==> config.mk <==
export PLATFORM = sky130hd
export DESIGN_NAME = fir_fold_ctrl
export DESIGN_NICKNAME = d
export VERILOG_FILES = /design/src/rtl/fir_pkg.sv /design/src/rtl/fir_vld_pipe.sv /design/src/rtl/fir_fold_ctrl.sv
export SDC_FILE = /design/constraint.sdc
export NUM_CORES = 1
export LEC_CHECK = 0
export ABC_AREA = 0
export BUFFER_PORTS_ARGS = -buffer_cell sky130_fd_sc_hd__buf_2
export CAP_MARGIN = 15
export CELL_PAD_IN_SITES_DETAIL_PLACEMENT = 2
export CELL_PAD_IN_SITES_GLOBAL_PLACEMENT = 2
export CORE_ASPECT_RATIO = 0.8
export CORE_UTILIZATION = 31
export CTS_CLUSTER_DIAMETER = 40
export CTS_CLUSTER_SIZE = 14
export DETAILED_ROUTE_END_ITERATION = 6
export HOLD_SLACK_MARGIN = 0.02
export PLACE_DENSITY_LB_ADDON = 0.05
export SLEW_MARGIN = 20
export SYNTH_ARGS = -nofsm -noshare
export SYNTH_HDL_FRONTEND = slang
export SYNTH_SLANG_ARGS = --single-unit
==> constraint.sdc <==
create_clock -name clk -period 3.15 [get_ports clk]
set_clock_uncertainty 0.1 [all_clocks]
set_input_delay 0.4725 -clock clk [delete_from_list [all_inputs] [get_ports clk]]
set_output_delay 0.4725 -clock clk [all_outputs]
set_load 0.05 [all_outputs]
==> src/rtl/fir_pkg.sv <==
// Shared definitions for the folded FIR controller and its datapath.
// Holds the controller state encoding, the default tap count and multiplier
// latency, and the helper that sizes the tap address.
package fir_pkg;

  localparam int TAPS_DEF = 8;
  localparam int PIPE_DEF = 1;

  typedef enum logic [1:0] {
    IDLE  = 2'd0,
    RUN   = 2'd1,
    DRAIN = 2'd2,
    HOLD  = 2'd3
  } fir_state_e;

  // Width of the coefficient/delay-line address; never narrower than one bit.
  function automatic int idx_width(input int taps);
    return (taps > 1) ? $clog2(taps) : 1;
  endfunction

endpackage

==> src/rtl/fir_vld_pipe.sv <==
// Fixed-latency delay line for control strobes.
// Delays a WIDTH-bit strobe vector by DEPTH clock cycles so that strobes
// issued alongside the multiplier operands line up with its product.
// DEPTH=0 is a straight wire.
//
// Ports:
//   clk      rising-edge clock
//   rst      synchronous active-high clear of every stage
//   vld_p0   strobe vector entering the delay
//   vld_out  strobe vector DEPTH cycles later
module fir_vld_pipe #(
  parameter int DEPTH = 1,
  parameter int WIDTH = 1
) (
  input  logic             clk,
  input  logic             rst,
  input  logic [WIDTH-1:0] vld_p0,
  output logic [WIDTH-1:0] vld_out
);

  generate
    if (DEPTH == 0) begin : g_wire
      logic unused_clk_rst;
      assign unused_clk_rst = &{1'b0, clk, rst};
      assign vld_out = vld_p0;
    end else begin : g_dly
      logic [WIDTH-1:0] vld_pipe [DEPTH];

      // stage boundary: one register per cycle of multiplier latency
      always_ff @(posedge clk) begin
        if (rst) begin
          for (int i = 0; i < DEPTH; i++) vld_pipe[i] <= '0;
        end else begin
          vld_pipe[0] <= vld_p0;
          for (int i = 1; i < DEPTH; i++) vld_pipe[i] <= vld_pipe[i-1];
        end
      end

      assign vld_out = vld_pipe[DEPTH-1];
    end
  endgenerate

endmodule

==> src/rtl/fir_fold_ctrl.sv <==
// Control sequencer for a time-folded FIR filter: one shared multiplier and
// accumulator process TAPS taps per output sample.
//
// Flow per sample: IDLE accepts a sample (shift_en), RUN walks tap_idx over
// 0..TAPS-1 with mul_en high, DRAIN waits out the PIPE-cycle multiplier
// latency, HOLD presents the result until out_ready.
//
// Ports:
//   clk        rising-edge clock
//   rst        synchronous active-high reset
//   in_valid   new input sample offered
//   in_ready   sample accepted this cycle (IDLE only)
//   shift_en   push accepted sample into the delay line
//   mul_en     tap_idx valid, multiplier samples operands
//   tap_idx    coefficient / delay-line address
//   acc_clr    accumulator loads instead of adding (first product)
//   mac_en     accumulator takes the multiplier output
//   out_valid  accumulator holds a finished sample
//   out_ready  downstream consumes the sample
//   busy       controller is not IDLE
module fir_fold_ctrl
  import fir_pkg::*;
#(
  parameter  int TAPS  = TAPS_DEF,
  parameter  int PIPE  = PIPE_DEF,
  localparam int IDX_W = idx_width(TAPS)
) (
  input  logic             clk,
  input  logic             rst,
  input  logic             in_valid,
  output logic             in_ready,
  output logic             shift_en,
  output logic             mul_en,
  output logic [IDX_W-1:0] tap_idx,
  output logic             acc_clr,
  output logic             mac_en,
  output logic             out_valid,
  input  logic             out_ready,
  output logic             busy
);

  localparam logic [IDX_W-1:0] TAP_LAST = IDX_W'(TAPS - 1);
  localparam int               DRN_W    = 3;
  // Only reachable when PIPE>0; clamped so PIPE=0 still elaborates cleanly.
  localparam logic [DRN_W-1:0] DRN_LAST = DRN_W'((PIPE > 0) ? PIPE - 1 : 0);

  fir_state_e       state, state_nxt;
  logic [IDX_W-1:0] tap_q, tap_nxt;
  logic [DRN_W-1:0] drn_cnt, drn_nxt;
  logic             first_p0;
  logic [1:0]       vld_dly;

  always_ff @(posedge clk) begin
    if (rst) begin
      state   <= IDLE;
      tap_q   <= '0;
      drn_cnt <= '0;
    end else begin
      state   <= state_nxt;
      tap_q   <= tap_nxt;
      drn_cnt <= drn_nxt;
    end
  end

  // Every strobe is gated by rst so the outputs are quiet during the reset
  // cycle itself, not only after the edge that applies it.
  always_comb begin
    state_nxt = state;
    tap_nxt   = tap_q;
    drn_nxt   = drn_cnt;
    in_ready  = 1'b0;
    shift_en  = 1'b0;
    mul_en    = 1'b0;
    out_valid = 1'b0;
    busy      = 1'b0;
    if (!rst) begin
      busy = (state != IDLE);
      unique case (state)
        IDLE: begin
          in_ready = 1'b1;
          if (in_valid) begin
            shift_en  = 1'b1;
            tap_nxt   = '0;
            state_nxt = RUN;
          end
        end
        RUN: begin
          mul_en = 1'b1;
          if (tap_q == TAP_LAST) begin
            // Explicit wrap keeps non-power-of-2 TAPS in range.
            tap_nxt   = '0;
            state_nxt = (PIPE > 0) ? DRAIN : HOLD;
          end else begin
            tap_nxt = tap_q + 1'b1;
          end
        end
        DRAIN: begin
          if (drn_cnt == DRN_LAST) begin
            drn_nxt   = '0;
            state_nxt = HOLD;
          end else begin
            drn_nxt = drn_cnt + 1'b1;
          end
        end
        HOLD: begin
          out_valid = 1'b1;
          if (out_ready) state_nxt = IDLE;
        end
        default: state_nxt = IDLE;
      endcase
    end
  end

  assign tap_idx  = tap_q;
  assign first_p0 = mul_en && (tap_q == '0);

  // stage boundary: mul_en/first-tap strobes cross the multiplier latency
  fir_vld_pipe #(
    .DEPTH (PIPE),
    .WIDTH (2)
  ) u_vld_pipe (
    .clk     (clk),
    .rst     (rst),
    .vld_p0  ({mul_en, first_p0}),
    .vld_out (vld_dly)
  );

  assign mac_en  = vld_dly[1] && !rst;
  assign acc_clr = vld_dly[0] && !rst;

endmodule

==> summary.md, run 1 <==
| Metric | Value |
|---|---|
| Slew @ Worst Pin | `0.283 ns` |
| # setup viols final | `0` |
| Root Buffer | `clkbuf_4` |
| Mapped Nets | `82` |
| CP bufs+invs | `2` |
| Final net count | `around 100` |
| Worst reg-to-reg path cell count | `5` |
| I/O pins | `14` |
| Port bufs | `13` |
| Critical Path RT | `2.58 ns` |
| Endpoint class of the critical path | `output port` |
| Fill cells | `between 200 and 250` |
| Max-slew violations | `0` |
| Clock network latency to the later pin of the worst-skew pair | `0.27 ns` |
| First-pass GRT wire length | `between 2 and 2.5 mm` |
| Syn avg cell area | `8.63 um^2` |
| Area of the multi-input gates | `around 360 um^2` |
| Share of cells above drive strength 1 | `24.7%` |
| Wire per inst | `13.4 um` |
| Max Cap Violations | `0` |
| Cell count along the critical path | `5` |
| Die X-Extent | `roughly 51 um` |
| Core area | `1710 um^2` |
| Yosys reg bits | `10` |
| Leakage Power | `0.350 nW` |
| VDD IR max | `392 uV` |
| Ys async rst share | `0%` |
| Fmax achieved | `0.464 GHz` |
| CTS HTree Levels | `1` |
| DIE AREA | `between 2000 and 2500 um^2` |
| DRC Markers | `0` |
| Hold_buf cts | `0` |
| CP max stage cell | `dfxtp_1` |
| Final antenna-violating net count | `0` |
| Primary FF master, synth | `dfxtp_1` |
| Period utilisation layout | `68.4%` |
| Max stage delay on crit path | `0.34 ns` |
| Placer Congestion | `between 0.6 and 0.7` |
| Area share of the largest cell type after synthesis | `33.6%` |
| Design Power | `0.581 mW` |
| Area contributors post-synth | `dfxtp_1, ha_1, nor2b_1` |
| Synth cell types | `20` |
| Status | `complete, no violations` |
| Setup_tns | `0 ns` |
| Antenna violations before repair | `0` |
| Register Area | `200 um^2` |
| Post-synth EDFFs | `0` |
| Max FO, Critical Path | `5` |
| Total gr overflow | `0` |
| Cell Rows | `13` |
| TritonRoute pass-1 iters | `2` |
| Post-cts sizing count | `0` |
| Initial core utilization | `34.9%` |
| Hold Path Cell Cnt | `2` |
| Commonest cells post-synth | `dfxtp_1, ha_1, inv_1, nand2_1, nor2b_1` |
| TritonCTS clock tree | `yes` |
| Setup bufs post-CTS | `0` |
| Register area share after synthesis | `about a third` |
| Largest net degree at the start of global routing | `16` |
| Nature of the critical path startpoint | `flip-flop` |
| Cell Pwr Density | `807 nW/um^2` |
| Crit path DAT | `1.58 ns` |
| Synth-to-Final Area Change | `20.8%` |
| CTS Sinks | `10` |
| Mapped cell area | `596 um^2` |
| Vias in the first global route | `approximately 490` |
| Hold Vio Cnt, Final | `0` |
| Clock buffer count from CTS | `3` |
| Clock-pin slew on the worst setup and hold paths | `0.07 ns` |
| Hold Path Class | `reg -> reg` |
| Initial detailed-routing violation count | `3` |
| Synth Warn # | `0` |
| Most frequent cell after synthesis | `dfxtp_1` |
| Clock buffer depth | `2` |
| Chain of cells forming the critical path | `inv_1 > ha_1 > nor2b_1 > and2_1 > buf_2` |
| Synth Instances | `69` |
| WS Path Type | `reg -> out` |
| DR vias | `497` |
| Overall routed net length | `1.44 mm` |
| Via density | `4.64` |
| Die Ht | `41.2 um` |
| Delay-heaviest family, CP | `buffers and inverters` |
| Number of diodes | `0` |
| RSZ-0062 raised after global routing | `false` |
| Total track usage | `17.0%` |
| Final HPWL DP | `1.13 mm` |
| Period minus WS final | `2.16 ns` |
| Slew margin rel. | `80.6%` |
| Largest area contributor in the netlist | `dfxtp_1` |
-- tightest hold or removal path, stage by stage (launching register included) --
cell and delay, ns:
dfxtp_1 0.33, nand2_1 0.06, a21oi_1 0.05
-- per-stage QoR --
step	hold WS, ns	utilization (%)	instances	cell area [um^2]	setup slack [ns]
5_1_grt	0.408	42.1	107	719	0.888
6_report	0.387	42.1	107	719	0.995
3_5_place_dp	0.385	40.0	103	683	1.31
2_1_floorplan	0.357	-	69	596	0.638
3_3_place_gp	0.379	40.0	103	683	1.36
4_1_cts	0.396	42.1	107	719	0.969
-- area by class of cell --
type | instances | share of cell area [%]
timing repair buffer | 13 | 9.04
multi-input combinational | 49 | 49.6
tap | 22 | 3.83
clock buffer | 4 | 5.04
inverter | 9 | 4.70
sequential | 10 | 27.8
-- placed cells by master (no fill, tap or decap), types with 2 or more instances in the layout --
master    netlist  layout
a21oi_1         4       4
buf_2           1      13
clkbuf_4        0       3
dfxtp_1        10      10
ha_1            9       9
inv_1           8       8
mux2i_1         3       3
nand2_1         7       7
nand2b_1        2       2
nand2b_2        2       2
nand3_1         2       2
nand4_1         2       2
nor2_1          5       5
nor2b_1         7       7
-- flip-flops by register name, summed over array words and instances, names as in the netlist --
signal,flops
drn_cnt,3
tap_idx,3
u_vld_pipe.g_dly.vld_pipe,2
state,2
-- power by group --
group / total [mW] / leakage [nW] / internal (mW) / switching [mW]
registers: 0.168 / 0.0813 / 0.149 / 0.0186
logic: 0.294 / 0.247 / 0.0916 / 0.202
clock network: 0.119 / 0.0210 / 0.0703 / 0.0488
total: 0.581 / 0.350 / 0.311 / 0.270
-- logic make-up (layout without fill, tap and decap cells) --
logic type	Yosys count	in the layout	synth area share, %
AOI/OAI and AO/OA	8	8	9.66
adders and majority gates	9	9	18.9
buffers and inverters	10	26	6.51
DFF	10	10	33.6
muxes	3	3	5.04
and+or+nand+nor	29	29	26.3
-- final timing paths --
path	start	end	slack [ns]
setup / recovery	state[0]	shift_en	0.99
hold / removal	tap_idx[1]	tap_idx[1]	0.39
setup reg to reg	tap_idx[0]	state[0]	1.67
hold reg to reg	tap_idx[1]	tap_idx[1]	0.39
-- metal layers --
| layer | GRT usage [%] | part of all wire (%) |
|---|---|---|
| met1 | 19.5 | 48 |
| met2 | 28.3 | 46 |
| met3 | 5.56 | 3.8 |
| met4 | 10.4 | 1.6 |
| met5 | 0 | 0 |
Note: power is estimated with default switching activity, not from simulation.
==> run 2, diff against run 1 <==
Settings changed: CORE_UTILIZATION 31 to 29.
Clock period 3.15 ns to 2.21 ns, I/O delays scaled along.
==> run 2 against run 1 <==
Against the previous run:
- non-clock buffer count grew 1
- setup slack worse by 0.80 ns
- power rose by 44%
- combinational power increased by 47%
- first-iteration DRC count down 100%
- sequential share of layout area is 0.48 points lower
- cell count is 2.8% higher
- critical path type unchanged
==> summary.md, run 2 (synthesized netlist as in run 1, its figures left out) <==
| Metric | Value |
|---|---|
| Status | `complete, no violations` |
| Final antenna-violating net count | `0` |
| Final HPWL DP | `1.15 mm` |
| CP max stage cell | `dfxtp_1` |
| Hold Path Class | `in -> reg` |
| CP bufs+invs | `2` |
| Dpl ws | `~0.51 ns` |
| Critical Path RT | `about 1.8 ns` |
| Hold_buf cts | `0` |
| Clock buffer count from CTS | `3` |
| Reg2reg setup slack | `0.73 ns` |
| Root Buffer | `clkbuf_4` |
| Slew margin rel. | `about four fifths` |
| DIE AREA | `2240 um^2` |
| Clock network latency to the later pin of the worst-skew pair | `0.27 ns` |
| Fill cells | `roughly 220` |
| Slew @ Worst Pin | `about 0.28 ns` |
| DR vias | `527` |
| Die X-Extent | `roughly 53 um` |
| Die Ht | `between 40 and 50 um` |
| Worst reg-to-reg path cell count | `5` |
| Area of the multi-input gates | `359 um^2` |
| WS Path Type | `reg -> out` |
| Wire per inst | `13.2 um` |
| Utilization after layout | `38.3%` |
| Setup crit end | `shift_en` |
| VDD IR max | `between 600 and 700 uV` |
| Design Power | `around 0.84 mW` |
| Placer Congestion | `0.632` |
| First-pass GRT wire length | `roughly 2.5 mm` |
| RSZ-0062 raised after global routing | `false` |
| Antenna violations before repair | `0` |
| I/O pins | `14` |
| Hold slack | `0.322 ns` |
| Core area | `1910 um^2` |
| DP Area | `696 um^2` |
| Commonest non-fill, non-tap cell in the layout | `buf_2` |
| Setup_tns | `0 ns` |
| Total gr overflow | `0` |
| Endpoint class of the critical path | `output port` |
| Leakage Power | `0.356 nW` |
| Share of cells above drive strength 1 | `26.7%` |
| Crit Reg-Reg Startpoint | `tap_idx[0]` |
| Fmax achieved | `0.497 GHz` |
| Initial detailed-routing violation count | `0` |
| Max FO, Critical Path | `5` |
| TritonCTS clock tree | `yes` |
| Final instance area | `732 um^2` |
| CTS HTree Levels | `1` |
| Final net count | `100` |
| Port bufs | `13` |
| Total track usage | `16.4%` |
| Via density | `4.79` |
| Max Cap Violations | `0` |
| Cell count along the critical path | `5` |
| DRC Markers | `0` |
| Register Area | `200 um^2` |
| CTS Sinks | `10` |
| Number of diodes | `0` |
| Period utilisation layout | `91.1%` |
| Cell Pwr Density | `around 1100 nW/um^2` |
| Setup bufs post-CTS | `0` |
| Overall routed net length | `1.45 mm` |
| Hold Vio Cnt, Final | `0` |
| Cell Rows | `14` |
| Largest net degree at the start of global routing | `16` |
| Commonest cells after routing, fill and taps aside | `buf_2, dfxtp_1, ha_1, inv_1, nand2_1` |
| Clock buffer depth | `2` |
| Max stage delay on crit path | `0.34 ns` |
| R2r endpoint | `state[0]` |
| Critical Path Start | `state[0]` |
| Chain of cells forming the critical path | `inv_1 > ha_1 > nor2b_2 > and2_1 > buf_2` |
| Nature of the critical path startpoint | `flip-flop` |
| Cell Count Post-Placement | `106` |
| Vias in the first global route | `about 530` |
| Max-slew violations | `0` |
| Synth-to-Final Area Change | `22.9%` |
| Delay-heaviest family, CP | `buffers and inverters` |
| Fin cells | `110` |
| Crit path DAT | `about 1.6 ns` |
| Final Worst Setup Slack | `around 0.20 ns` |
| Period minus WS final | `2.01 ns` |
| # setup viols final | `0` |
| Post-cts sizing count | `0` |
| Clock-pin slew on the worst setup and hold paths | `about 0.070 ns` |
| Initial core utilization | `31.2%` |
| TritonRoute pass-1 iters | `1` |
run 2: cell types whose count changed in the layout (fill, tap and decap cells not counted), sizes merged:
cell | previous run | this run
buf | 13 | 14
run 2: worst min-delay path by stage:
stage               startpoint                              end  slack (ns)  depth (start not counted)
floorplan                  rst  u_vld_pipe.g_dly.vld_pipe[0][1]        0.30                          1
detailed placement  tap_idx[0]                       tap_idx[0]        0.39                          2
global route               rst                       tap_idx[1]        0.34                          2
CTS                        rst                       tap_idx[2]        0.33                          2
finish                     rst                       tap_idx[2]        0.32                          2
global placement    tap_idx[0]                       tap_idx[0]        0.38                          2
run 2: metal layers:
| metal | wire (um) | vias up | global-route usage, % |
|---|---|---|---|
| met1 | 663 | 250 | 20.2 |
| met4 | 37 | 0 | 9.47 |
| met3 | 77 | 5 | 7.61 |
| met2 | 668 | 12 | 23.0 |
| li1 | - | 260 | - |
| met5 | 0 | - | 0 |
run 2: layout make-up:
class | count | share of cell area, %
multi-input cells | 49 | 49.1
flip-flops and latches | 10 | 27.4
well taps | 24 | 4.10
inverters | 9 | 4.62
clock buffers | 4 | 4.96
repair buffers | 14 | 9.91
run 2: report_power, final:
| part | switching (mW) | internal (mW) | total (mW) |
|---|---|---|---|
| Combinational | 0.290 | 0.141 | 0.431 |
| Clock | 0.0703 | 0.100 | 0.171 |
| Sequential | 0.0239 | 0.213 | 0.237 |
| Total | 0.384 | 0.454 | 0.838 |
==> run 3, diff against run 2 <==
Settings changed: CTS_BUF_LIST set to sky130_fd_sc_hd__clkbuf_8 sky130_fd_sc_hd__clkbuf_16.
==> run 3 against run 2 <==
Against the previous run:
- power is 9.5% higher
- core utilization is 0.98 points higher
- highest routed layer unchanged
- largest cell class unchanged
- critical endpoint unchanged
- sequential power about the same
- die area stayed put
- global-route usage grew 0.91 points
- cell count is the same
- flip-flop and latch count unchanged
- clock-buffer cell count did not move
- routed wire length grew 8.6%
==> summary.md, run 3 (synthesized netlist as in run 1, its figures left out) <==
| Metric | Value |
|---|---|
| Setup_tns | `0 ns` |
| Status | `complete, no violations` |
| Port bufs | `13` |
| Crit path DAT | `between 1.5 and 2 ns` |
| Hold Path Sink | `tap_idx[1]` |
| Power Internal | `between 0.5 and 0.6 mW` |
| Final net count | `100` |
| Initial core utilization | `31.2%` |
| Clock buffer depth | `2` |
| WS Path Type | `reg -> out` |
| Cell Rows | `14` |
| Sw Share | `between 40 and 50%` |
| Commonest non-fill, non-tap cell in the layout | `buf_2` |
| Placer Congestion | `0.632` |
| Max Cap Violations | `0` |
| Die X-Extent | `52.7 um` |
| Clock-pin slew on the worst setup and hold paths | `about 0.050 ns` |
| Via density | `between 4 and 5` |
| Antenna violations before repair | `0` |
| Total track usage | `between 10% and 20%` |
| Period utilisation layout | `90.7%` |
| Total gr overflow | `0` |
| Die Ht | `42.5 um` |
| Clock Power Share | `26.3%` |
| Root Buffer | `clkbuf_8` |
| Hold Path Class | `in -> reg` |
| CTS Sinks | `10` |
| VDD IR max | `819 uV` |
| TritonCTS clock tree | `yes` |
| Crit Reg-Reg Startpoint | `tap_idx[0]` |
| Sequential Power Share | `roughly 26%` |
| Slew margin rel. | `80.5%` |
| Max stage delay on crit path | `roughly 0.33 ns` |
| Dpl ws | `0.507 ns` |
| Post-cts sizing count | `0` |
| Core area | `1910 um^2` |
| Initial detailed-routing violation count | `1` |
| Final HPWL DP | `1.15 mm` |
| Vias in the first global route | `578` |
| CTS HTree Levels | `1` |
| # setup viols final | `0` |
| Number of diodes | `0` |
| Overall routed net length | `1.57 mm` |
| Reg2reg setup slack | `0.72 ns` |
| TritonRoute pass-1 iters | `2` |
| DIE AREA | `2240 um^2` |
| Fmax achieved | `approximately 0.50 GHz` |
| I/O pins | `14` |
| Combinational power share | `47.8%` |
| Commonest cells after routing, fill and taps aside | `buf_2, dfxtp_1, ha_1, inv_1, nand2_1` |
| Sw Pwr | `0.405 mW` |
| Max FO, Critical Path | `5` |
| Synth-to-Final Area Change | `26.1%` |
| Hold_buf cts | `0` |
| Critical hold path startpoint | `rst` |
| Leakage Power | `0.364 nW` |
| Slew @ Worst Pin | `0.284 ns` |
| Wire per inst | `14.3 um` |
| DR vias | `529` |
| Fill cells | `220` |
| Clock buffer count from CTS | `3` |
| Period minus WS final | `2.00 ns` |
| Hold Vio Cnt, Final | `0` |
| Nature of the critical path startpoint | `flip-flop` |
| Share of cells above drive strength 1 | `between 20% and 30%` |
| Hold Path Cell Cnt | `2` |
| CP max stage cell | `dfxtp_1` |
| DRC Markers | `0` |
| Max-slew violations | `0` |
| Chain of cells forming the critical path | `inv_1 > ha_1 > nor2b_2 > and2_1 > buf_2` |
| Final antenna-violating net count | `0` |
| Worst reg-to-reg path cell count | `5` |
| First-pass GRT wire length | `2.68 mm` |
| Critical Path RT | `~1.8 ns` |
| RSZ-0062 raised after global routing | `false` |
| Final Worst Setup Slack | `just over 0.2 ns` |
| Setup bufs post-CTS | `0` |
| Clock network latency to the later pin of the worst-skew pair | `0.25 ns` |
| Endpoint class of the critical path | `output port` |
| R2r endpoint | `state[0]` |
| Largest net degree at the start of global routing | `16` |
| Cell Pwr Density | `1220 nW/um^2` |
[run 3: how the worst max path moves through the flow]
stage | depth (start not counted) | start | endpoint | slack [ns]
after global placement | 5 | state[0] | shift_en | 0.57
after floorplan | 4 | state[0] | shift_en | 0.12
after global routing | 5 | state[0] | shift_en | 0.13
after CTS | 5 | state[0] | shift_en | 0.18
final | 5 | state[0] | shift_en | 0.21
after detailed placement | 5 | state[0] | shift_en | 0.51
[run 3: layer usage]
layer	vias to the layer above	wire length [um]	GRT usage [%]
met4	0	12	4.74
li1	260	-	-
met5	-	0	0
met2	12	807	28.6
met1	255	667	20.0
met3	2	85	7.61
[run 3: power by group through the flow]
stage / clock [mW] / combinational [mW] / sequential, mW
after CTS: 0.243 / 0.445 / 0.239
after detailed placement: 0 / 0.437 / 0.242
after global placement: 0 / 0.427 / 0.238
after global routing: 0.254 / 0.479 / 0.241
final: 0.242 / 0.439 / 0.237
after floorplan: 0 / 0.308 / 0.259
[run 3: layout make-up]
cell class / count / area (um^2) / area share, %
multi-input cells: 49 / 359 / 47.8
flip-flops and latches: 10 / 200 / 26.7
repair buffers: 14 / 72.6 / 9.67
clock buffers: 4 / 55.1 / 7.33
inverters: 9 / 33.8 / 4.50
well taps: 24 / 30.0 / 4.00
[run 3: stage by stage]
stage,utilization [%],std cells,area [um^2],power [mW],hold slack [ns]
6_report,39.3,110,751,0.918,0.360
5_1_grt,39.3,110,751,0.974,0.388
4_1_cts,39.3,110,751,0.927,0.372
3_5_place_dp,36.4,106,696,0.679,0.388
3_3_place_gp,36.4,106,696,0.665,0.378
2_1_floorplan,-,69,598,0.567,0.303
[run 3: worst max-delay path, delay by kind of cell, from the launching register on]
kind	cells	cell delay, ns
DFF	1	0.33
and+or+nand+nor	2	0.32
buffers and inverters	2	0.39
adders and majority gates	1	0.29
